File: src/rtl/fwvip_wb_arb_pkg.sv
// rtl/fwvip_wb_arb_pkg.sv - state type, limits and round-robin helper for fwvip_wb_arbiter
package fwvip_wb_arb_pkg;

  typedef enum logic [1:0] {
    IDLE  = 2'd0,
    GRANT = 2'd1,
    DRAIN = 2'd2
  } arb_state_e;

  localparam int MAX_INIT  = 8;
  localparam int MAX_IDX_W = 3;

  // First requester strictly after 'last' (wrapping over n ports); 'last' itself has lowest
  // priority. With no requester at all the result is 'last' and the caller ignores it.
  function automatic logic [MAX_IDX_W-1:0] rr_next(input logic [MAX_INIT-1:0]  req,
                                                   input logic [MAX_IDX_W-1:0] last,
                                                   input int                   n);
    logic [MAX_IDX_W-1:0] res;
    logic [MAX_IDX_W-1:0] k3;
    int                   k;
    res = last;
    // Walk from the farthest offset down so the nearest requester overwrites last.
    for (int i = MAX_INIT; i >= 1; i--) begin
      if (i <= n) begin
        k  = (int'(last) + i) % n;
        k3 = MAX_IDX_W'(k);
        if (req[k3]) res = k3;
      end
    end
    return res;
  endfunction

endpackage

File: src/rtl/fwvip_wb_arb_rr.sv
// rtl/fwvip_wb_arb_rr.sv - combinational round-robin picker (req, last index -> one-hot + index)
module fwvip_wb_arb_rr
  import fwvip_wb_arb_pkg::*;
#(
  parameter int N  = 2,
  parameter int IW = 1
) (
  input  logic [N-1:0]  req,
  input  logic [IW-1:0] last_idx,
  output logic          valid,
  output logic [IW-1:0] idx,
  output logic [N-1:0]  gnt
);

  logic [MAX_INIT-1:0]  req_ext;
  logic [MAX_IDX_W-1:0] last_ext;
  logic [MAX_IDX_W-1:0] pick;

  assign req_ext  = MAX_INIT'(req);
  assign last_ext = MAX_IDX_W'(last_idx);
  assign pick     = rr_next(req_ext, last_ext, N);

  assign valid = |req;
  assign idx   = IW'(pick);
  assign gnt   = valid ? (N'(1) << idx) : '0;

endmodule

File: src/rtl/fwvip_wb_arbiter.sv
// rtl/fwvip_wb_arbiter.sv - round-robin N:1 classic Wishbone arbiter; optional stall timeout via FWVIP_WB_ARB_TIMEOUT_EN
module fwvip_wb_arbiter
  import fwvip_wb_arb_pkg::*;
#(
  parameter int N_INIT     = 2,
  parameter int ADDR_WIDTH = 32,
  parameter int DATA_WIDTH = 32,
  parameter int TIMEOUT    = 256
) (
  input  logic                             clock,
  input  logic                             reset,
  input  logic [N_INIT-1:0]                i_cyc,
  input  logic [N_INIT-1:0]                i_stb,
  input  logic [N_INIT-1:0]                i_we,
  input  logic [N_INIT*ADDR_WIDTH-1:0]     i_adr,
  input  logic [N_INIT*DATA_WIDTH-1:0]     i_dat_w,
  input  logic [N_INIT*DATA_WIDTH/8-1:0]   i_sel,
  output logic [DATA_WIDTH-1:0]            i_dat_r,
  output logic [N_INIT-1:0]                i_ack,
  output logic [N_INIT-1:0]                i_err,
  output logic                             t_cyc,
  output logic                             t_stb,
  output logic                             t_we,
  output logic [ADDR_WIDTH-1:0]            t_adr,
  output logic [DATA_WIDTH-1:0]            t_dat_w,
  output logic [DATA_WIDTH/8-1:0]          t_sel,
  input  logic [DATA_WIDTH-1:0]            t_dat_r,
  input  logic                             t_ack,
  input  logic                             t_err,
  output logic [N_INIT-1:0]                gnt
);

  localparam int SW = DATA_WIDTH / 8;
  localparam int IW = $clog2(N_INIT);

  if (N_INIT < 2 || N_INIT > MAX_INIT || TIMEOUT < 1 || (DATA_WIDTH % 8) != 0) begin : g_param_err
    $error("fwvip_wb_arbiter: unsupported parameter set");
  end

  arb_state_e         state_q, state_d;
  logic [IW-1:0]      idx_q, idx_d;
  logic [N_INIT-1:0]  gnt_q, gnt_d;

  logic               pick_valid;
  logic [IW-1:0]      pick_idx;
  logic [N_INIT-1:0]  pick_gnt;

`ifdef FWVIP_WB_ARB_TIMEOUT_EN
  localparam int CW = $clog2(TIMEOUT + 1);
  logic [CW-1:0]      cnt_q, cnt_d;
  logic               stall;
`endif

  // Per-initiator views of the packed buses so the mux below indexes plain arrays.
  logic [ADDR_WIDTH-1:0] adr_a [N_INIT];
  logic [DATA_WIDTH-1:0] dat_a [N_INIT];
  logic [SW-1:0]         sel_a [N_INIT];

  for (genvar k = 0; k < N_INIT; k++) begin : g_unpack
    assign adr_a[k] = i_adr[k*ADDR_WIDTH +: ADDR_WIDTH];
    assign dat_a[k] = i_dat_w[k*DATA_WIDTH +: DATA_WIDTH];
    assign sel_a[k] = i_sel[k*SW +: SW];
  end

  // idx_q doubles as the last-winner pointer: it only changes when a new tenure is granted.
  fwvip_wb_arb_rr #(
    .N  (N_INIT),
    .IW (IW)
  ) u_rr (
    .req      (i_cyc),
    .last_idx (idx_q),
    .valid    (pick_valid),
    .idx      (pick_idx),
    .gnt      (pick_gnt)
  );

  assign gnt = gnt_q;

  // State, granted index and grant vector registers; pointer resets so initiator 0 wins first.
  always_ff @(posedge clock) begin
    if (reset) begin
      state_q <= IDLE;
      idx_q   <= IW'(N_INIT - 1);
      gnt_q   <= '0;
`ifdef FWVIP_WB_ARB_TIMEOUT_EN
      cnt_q   <= '0;
`endif
    end else begin
      state_q <= state_d;
      idx_q   <= idx_d;
      gnt_q   <= gnt_d;
`ifdef FWVIP_WB_ARB_TIMEOUT_EN
      cnt_q   <= cnt_d;
`endif
    end
  end

  // Next-state logic and the combinational initiator/target mux for the granted index.
  always_comb begin
    state_d = state_q;
    idx_d   = idx_q;
    gnt_d   = gnt_q;
    t_cyc   = 1'b0;
    t_stb   = 1'b0;
    t_we    = 1'b0;
    t_adr   = '0;
    t_dat_w = '0;
    t_sel   = '0;
    i_ack   = '0;
    i_err   = '0;
    i_dat_r = '0;
`ifdef FWVIP_WB_ARB_TIMEOUT_EN
    cnt_d   = '0;
    stall   = 1'b0;
`endif
    case (state_q)
      IDLE: begin
        if (pick_valid) begin
          state_d = GRANT;
          idx_d   = pick_idx;
          gnt_d   = pick_gnt;
        end
      end
      GRANT: begin
        // Dropping cyc ends the tenure immediately; the target never sees the idle cycle as cyc.
        if (!i_cyc[idx_q]) begin
          state_d = IDLE;
          gnt_d   = '0;
        end else begin
          t_cyc          = 1'b1;
          t_stb          = i_stb[idx_q];
          t_we           = i_we[idx_q];
          t_adr          = adr_a[idx_q];
          t_dat_w        = dat_a[idx_q];
          t_sel          = sel_a[idx_q];
          i_dat_r        = t_dat_r;
          i_ack[idx_q]   = t_ack;
          i_err[idx_q]   = t_err;
`ifdef FWVIP_WB_ARB_TIMEOUT_EN
          stall = i_stb[idx_q] & ~t_ack & ~t_err;
          if (stall) begin
            if (cnt_q == CW'(TIMEOUT - 1)) begin
              i_err[idx_q] = 1'b1;
              t_cyc        = 1'b0;
              t_stb        = 1'b0;
              state_d      = DRAIN;
            end else begin
              cnt_d = cnt_q + 1'b1;
            end
          end
`endif
        end
      end
`ifdef FWVIP_WB_ARB_TIMEOUT_EN
      DRAIN: begin
        // Target already released; wait for the timed-out initiator to give up its cycle.
        if (!i_cyc[idx_q]) begin
          state_d = IDLE;
          gnt_d   = '0;
        end
      end
`endif
      default: begin
        state_d = IDLE;
        gnt_d   = '0;
      end
    endcase
  end

endmodule

File: config.mk
export PLATFORM = sky130hd
export DESIGN_NAME = fwvip_wb_arbiter
export DESIGN_NICKNAME = d
export VERILOG_FILES = /design/src/rtl/fwvip_wb_arb_pkg.sv /design/src/rtl/fwvip_wb_arb_rr.sv /design/src/rtl/fwvip_wb_arbiter.sv
export SDC_FILE = /design/constraint.sdc
export NUM_CORES = 1
export LEC_CHECK = 0
export CAP_MARGIN = 30
export CORE_AREA = 2 2 113 115
export DETAILED_ROUTE_END_ITERATION = 12
export DIE_AREA = 0 0 115 117
export RECOVER_POWER = 50
export SKIP_CTS_REPAIR_TIMING = 1
export SYNTH_ARGS = -nofsm -noshare
export SYNTH_HDL_FRONTEND = slang
export SYNTH_HIERARCHICAL = 1
export SYNTH_SLANG_ARGS = --single-unit
File: constraint.sdc
create_clock -name clock -period 1.5 [get_ports clock]
set_input_delay 0.15 -clock clock [delete_from_list [all_inputs] [get_ports clock]]
set_output_delay 0.15 -clock clock [all_outputs]
set_load 0.01 [all_outputs]
# Yosys cells after proc, flatten, opt, wreduce, memory -nomap -nowiden
# Cells that the tools add are included.
# classes
shift,1
eq_ne,3
reduce_logical,5
add_sub_neg,2
muxes,46
n_bitwise,5
n_lt_le_gt_ge,5
# ops
operator,n
$mux W32,12
$mux W4,5
$mux W1,17
$mux W2,7
$lt A3 B4 Y1 const B,2
$pmux W2 S2,2
$and A2 B2 Y2,2
$bmux W1 S2,2
$ne A2 B2 Y1 const B,2
$reduce_and A2 Y1,2
$add A1 B1 Y1 const B,2
$and A1 B1 Y1 const A,2
$eq A2 B1 Y1 const B,1
$ge A2 B2 Y1 const B,1
$logic_not A2 Y1,1
$lt A1 B2 Y1 const B,1
$not A1 Y2,1
$reduce_or A2 Y1,1
$shl A1 B1 Y2 const A,1
$demux W1 S1,1
$ge A1 B1 Y1 const B,1
$logic_and A1 B1 Y1,1
# word_totals
output_inout_bits,109
wordCells,70
reg_bits,5

# Longest topological paths before layout
# Gate-level depths: netlist (run 1).
# depth
depth_word,9
depth_mapped,5

# Cells and area by module
# Netlist (run 1), hierarchy kept.
# modules_own_cells
mod,area_each_um2,n_inst,cells_per_inst,seq_area_each_um2
fwvip_wb_arbiter,2147.1,1,229,80.1
fwvip_wb_arb_rr,33.8,1,6,0.0

# Least setup slack after synthesis (run 1)
# OpenSTA, ideal clock, no wires.
# synth_timing
path_kind,register to output
start,register idx_q
end,output t_dat_w[10]
t_arrival_ns,1.215
setup_slack_ns,0.135
path_stages_with_launch,6
path_cell_list,dfxtp_1 buf_2 buf_6 buf_6 mux2i_1 nor3b_1
# synth_between
elab_chain_cells,6
elab_cells_between_ends,8
classes_between,7 x mux; 1 x bitwise
# synth_lines
element,line_no,text
from (decl),fwvip_wb_arbiter.sv:41,"logic [IW-1:0] idx_q, idx_d;"
from (signal assigned),fwvip_wb_arbiter.sv:83,idx_q <= IW'(N_INIT - 1);
from (signal assigned),fwvip_wb_arbiter.sv:90,idx_q <= idx_d;
$not A1 Y2 (implied by the code),fwvip_wb_arbiter.sv:134,t_dat_w = dat_a[idx_q];
$mux W32 (implied by the code) (3 in a row),fwvip_wb_arbiter.sv:134,
$mux W32 *,fwvip_wb_arbiter.sv:126,if (!i_cyc[idx_q]) begin
$mux W32 *,fwvip_wb_arbiter.sv:116,case (state_q)
to (decl),fwvip_wb_arbiter.sv:25,"output logic [DATA_WIDTH-1:0] t_dat_w,"
# Every way passes the cells marked *; elsewhere a longest branch is shown, timed or not. The select of a mux whose other input is x is not followed.

# Worst setup path in the final report (run 1)
# layout_timing
start,input i_cyc[0]
end,output t_dat_w[22]
# layout_between
elab_chain_cells,4
# layout_lines
element,line_no,text
from (decl),fwvip_wb_arbiter.sv:12,"input logic [N_INIT-1:0] i_cyc,"
$mux W1 (implied by the code) (2 in a row),fwvip_wb_arbiter.sv:126,
$mux W32,fwvip_wb_arbiter.sv:126,
$mux W32,fwvip_wb_arbiter.sv:116,
# No other way between the ends. The select of a mux whose other input is x is not followed.

==> metrics.txt, run 1 <==
outcome=complete, but fails checks; failing checks=setup timing; placed instance count=660; Num CTS Buffers=3; RSZ-0062 raised after global routing=true; Worst Tran Pin Value=0.2517 ns; # H-tree levels=1; CP Capture Type=output port; met1 usage=15.48%; DRC Markers=0; Area contributors post-synth=mux2i_1 (33%), nor3b_2 (22%), and3b_1 (13%), nor3b_1 (11%), buf_6 (4.1%); met3 Usage GRT=4.789%; Syn-to-layout area delta=152.1%; n_diodes=0; initial DRC count=70; R2R depth=5; Starting Density=17.71%; Filler cells=1233; Hold Vio Cnt, Final=0; via count=3084; hold crit path type=reg -> reg; Pwr Density=492.8 mW/mm^2; Hold EP=gnt[0]; GR peak layer=met2; core area=0.01231 sq mm; Min Hold Slack=0.4941 ns; Slew Viols, Final=0; nets=719; TritonCTS Sinks=4; post-synth cell types=27; fin cells=690; count leader, synth=mux2i_1; Leakage=2.870 nW; CP required=1.35 ns; Synth Register Bits=4; Clock Latency Late Sink=0.23 ns; share of layout cells above drive strength 1=42.41%; Max Freq=590.5 MHz; most used cell, CP=buf_6; Die X=115 um; fin crit share=112.9%; final setup fails=103; Ys Warns=6; crit path DAT=1.54 ns; CP cell instances=clkdlybuf4s50_1 > mux2i_4 > buf_6 > buf_6 > clkbuf_16 > nor3b_2 > buf_2; startpoint types=input pin; crit path buf inv count=5; hold path start=gnt[0]; peak supply drop=302.2 uV; vias in the first global route=3048; Place WS=-0.5339 ns; TritonCTS clock tree=yes; Main synth FF type=dfxtp_1; CP Class=in -> out; post-synth net total=413; Tmin final=1.693 ns; Rel. slew slack=82.74%; final setup margin=-0.1934 ns; Reg-to-Reg Start=idx_q; CTS clk-pin slew, worst paths=0.03 ns; leading area contributor after synthesis=mux2i_1; CP Max Fanout=8; flop-to-flop setup slack=0.11 ns; register area share after synthesis=3.672%; aggregate negative setup slack=-10.72 ns; Crit path largest cell delay=0.53 ns; mapped cell area=0.002181 sq mm; die area=0.01346 sq mm; CTS Buffer Depth=2; Cell Rows=41; # port buffers=286; pin count of the biggest net entering global routing=58; Syn Inst Count=235; Final GP Congestion=0.7525; WL/cell=17.76 um; initial antenna violation count=0; num ports=287; CP max-delay cell=clkdlybuf4s50_1; root buffer cell=clkbuf_16; EDFF count, synth=0; Post-synth ARST share=0%; gr usage total=14.75%; drt pass-1 iters=4; depth of the worst hold-timing path=2; global-route wire length before repair=15.73 mm; post-synthesis area per instance=9.280 sq um; family with the most delay on the worst path=buffers and inverters; Yosys top cell area share=33.05%; DPL Wire Length=9.026 mm; maxcap violations=0; Routed Wire Length=12.25 mm; M2 GR Usage=28.94%; remaining global-route overflow=0; Vias/cell=4.470; Routed Antenna Nets=0; Reg-to-Reg End=gnt[0]; clock skew=0.003777 ns; Die Y=117 um; Post-synth top cells=mux2i_1 (72), nor3b_2 (39), and3b_1 (32)
worst max path at each step:
stage	startpoint	endpoint	slack, ns	depth (start not counted)
after floorplan	idx_q	t_dat_w[10]	0.13	5
after global placement	i_cyc[0]	i_dat_r[23]	-0.50	5
after global routing	i_cyc[0]	t_adr[22]	-0.25	7
after CTS	idx_q	i_dat_r[9]	-0.58	4
after detailed placement	i_cyc[0]	i_dat_r[9]	-0.53	5
final	i_cyc[0]	t_dat_w[22]	-0.19	7
cell usage in the layout, fill, tap and decap left out, types with 3 or more instances in the layout:
| cell type | instances |
|---|---|
| clkbuf_16 | 10 |
| buf_4 | 15 |
| mux2i_1 | 68 |
| inv_1 | 3 |
| buf_12 | 11 |
| buf_6 | 15 |
| dlymetal6s2s_1 | 8 |
| buf_2 | 63 |
| clkdlybuf4s50_1 | 176 |
| nor3b_2 | 69 |
| mux2i_4 | 3 |
| and3b_1 | 32 |
| clkbuf_2 | 36 |
cells by family after synthesis:
family | count (synthesis) | synth area share [%]
buffers and inverters | 35 | 9.926
AO/OA/AOI/OAI | 7 | 2.467
AND/OR/NAND/NOR | 116 | 49.86
multiplexers | 73 | 34.08
flip-flops | 4 | 3.672
metrics by stage:
step	power [mW]	util (%)	instance area, sq um
after detailed placement	2.106	43.04	5299
final	2.709	44.65	5498
after CTS	2.549	43.68	5378
after floorplan	1.042	-	2181
after global routing	2.876	44.65	5498
after global placement	2.082	43.04	5299
worst register-to-register path, cell delays in order, from the launching register on:
cell	delay, ns
dfxtp_4	0.35
mux2i_4	0.19
buf_6	0.15
clkbuf_16	0.20
buf_4	0.16
o32ai_1	0.24
cell type report:
type                       instances  area (sq um)  share of cell area, %
timing repair buffer             333          3054                  55.55
multi-input combinational        196          2081                  37.85
tap                              150         187.7                  3.414
sequential                         4         85.08                  1.548
clock buffer                       4         78.83                  1.434
inverter                           3         11.26                 0.2048
flip-flops by register name, summed over array words and instances, names as in the netlist:
| name | cells |
|---|---|
| gnt | 2 |
| state_q | 1 |
| idx_q | 1 |
power breakdown:
part / internal (mW) / switching (mW) / leakage (nW)
logic: 1.29 / 0.858 / 2.80
clock network: 0.351 / 0.0777 / 0.0382
registers: 0.120 / 0.0158 / 0.0334
per-layer routing:
layer	routed length (um)	up-vias	share of wire [%]
li1	-	1481	-
met1	4306	1419	35
met2	6666	176	54
met3	1168	8	9.5
met4	109	0	0.89
met5	0	-	0
Note: power is estimated with default switching activity, not from simulation.
==> run 2, diff against run 1 <==
--- a/config.mk
+++ b/config.mk
@@ -7,6 +7,7 @@
 export LEC_CHECK = 0
 export CAP_MARGIN = 30
 export CORE_AREA = 2 2 113 115
+export CTS_CLUSTER_SIZE = 24
 export DETAILED_ROUTE_END_ITERATION = 12
 export DIE_AREA = 0 0 115 117
 export RECOVER_POWER = 50
==> results of run 2 <==
The final DEF is identical to that of run 1; final timing and power are the same.
==> run 3, diff against run 2 <==
--- a/config.mk
+++ b/config.mk
@@ -5,7 +5,7 @@
 export SDC_FILE = /design/constraint.sdc
 export NUM_CORES = 1
 export LEC_CHECK = 0
-export CAP_MARGIN = 30
+export CAP_MARGIN = 0
 export CORE_AREA = 2 2 113 115
 export CTS_CLUSTER_SIZE = 24
 export DETAILED_ROUTE_END_ITERATION = 12
==> results of run 3 <==
The final DEF is identical to that of run 1; final timing and power are the same.
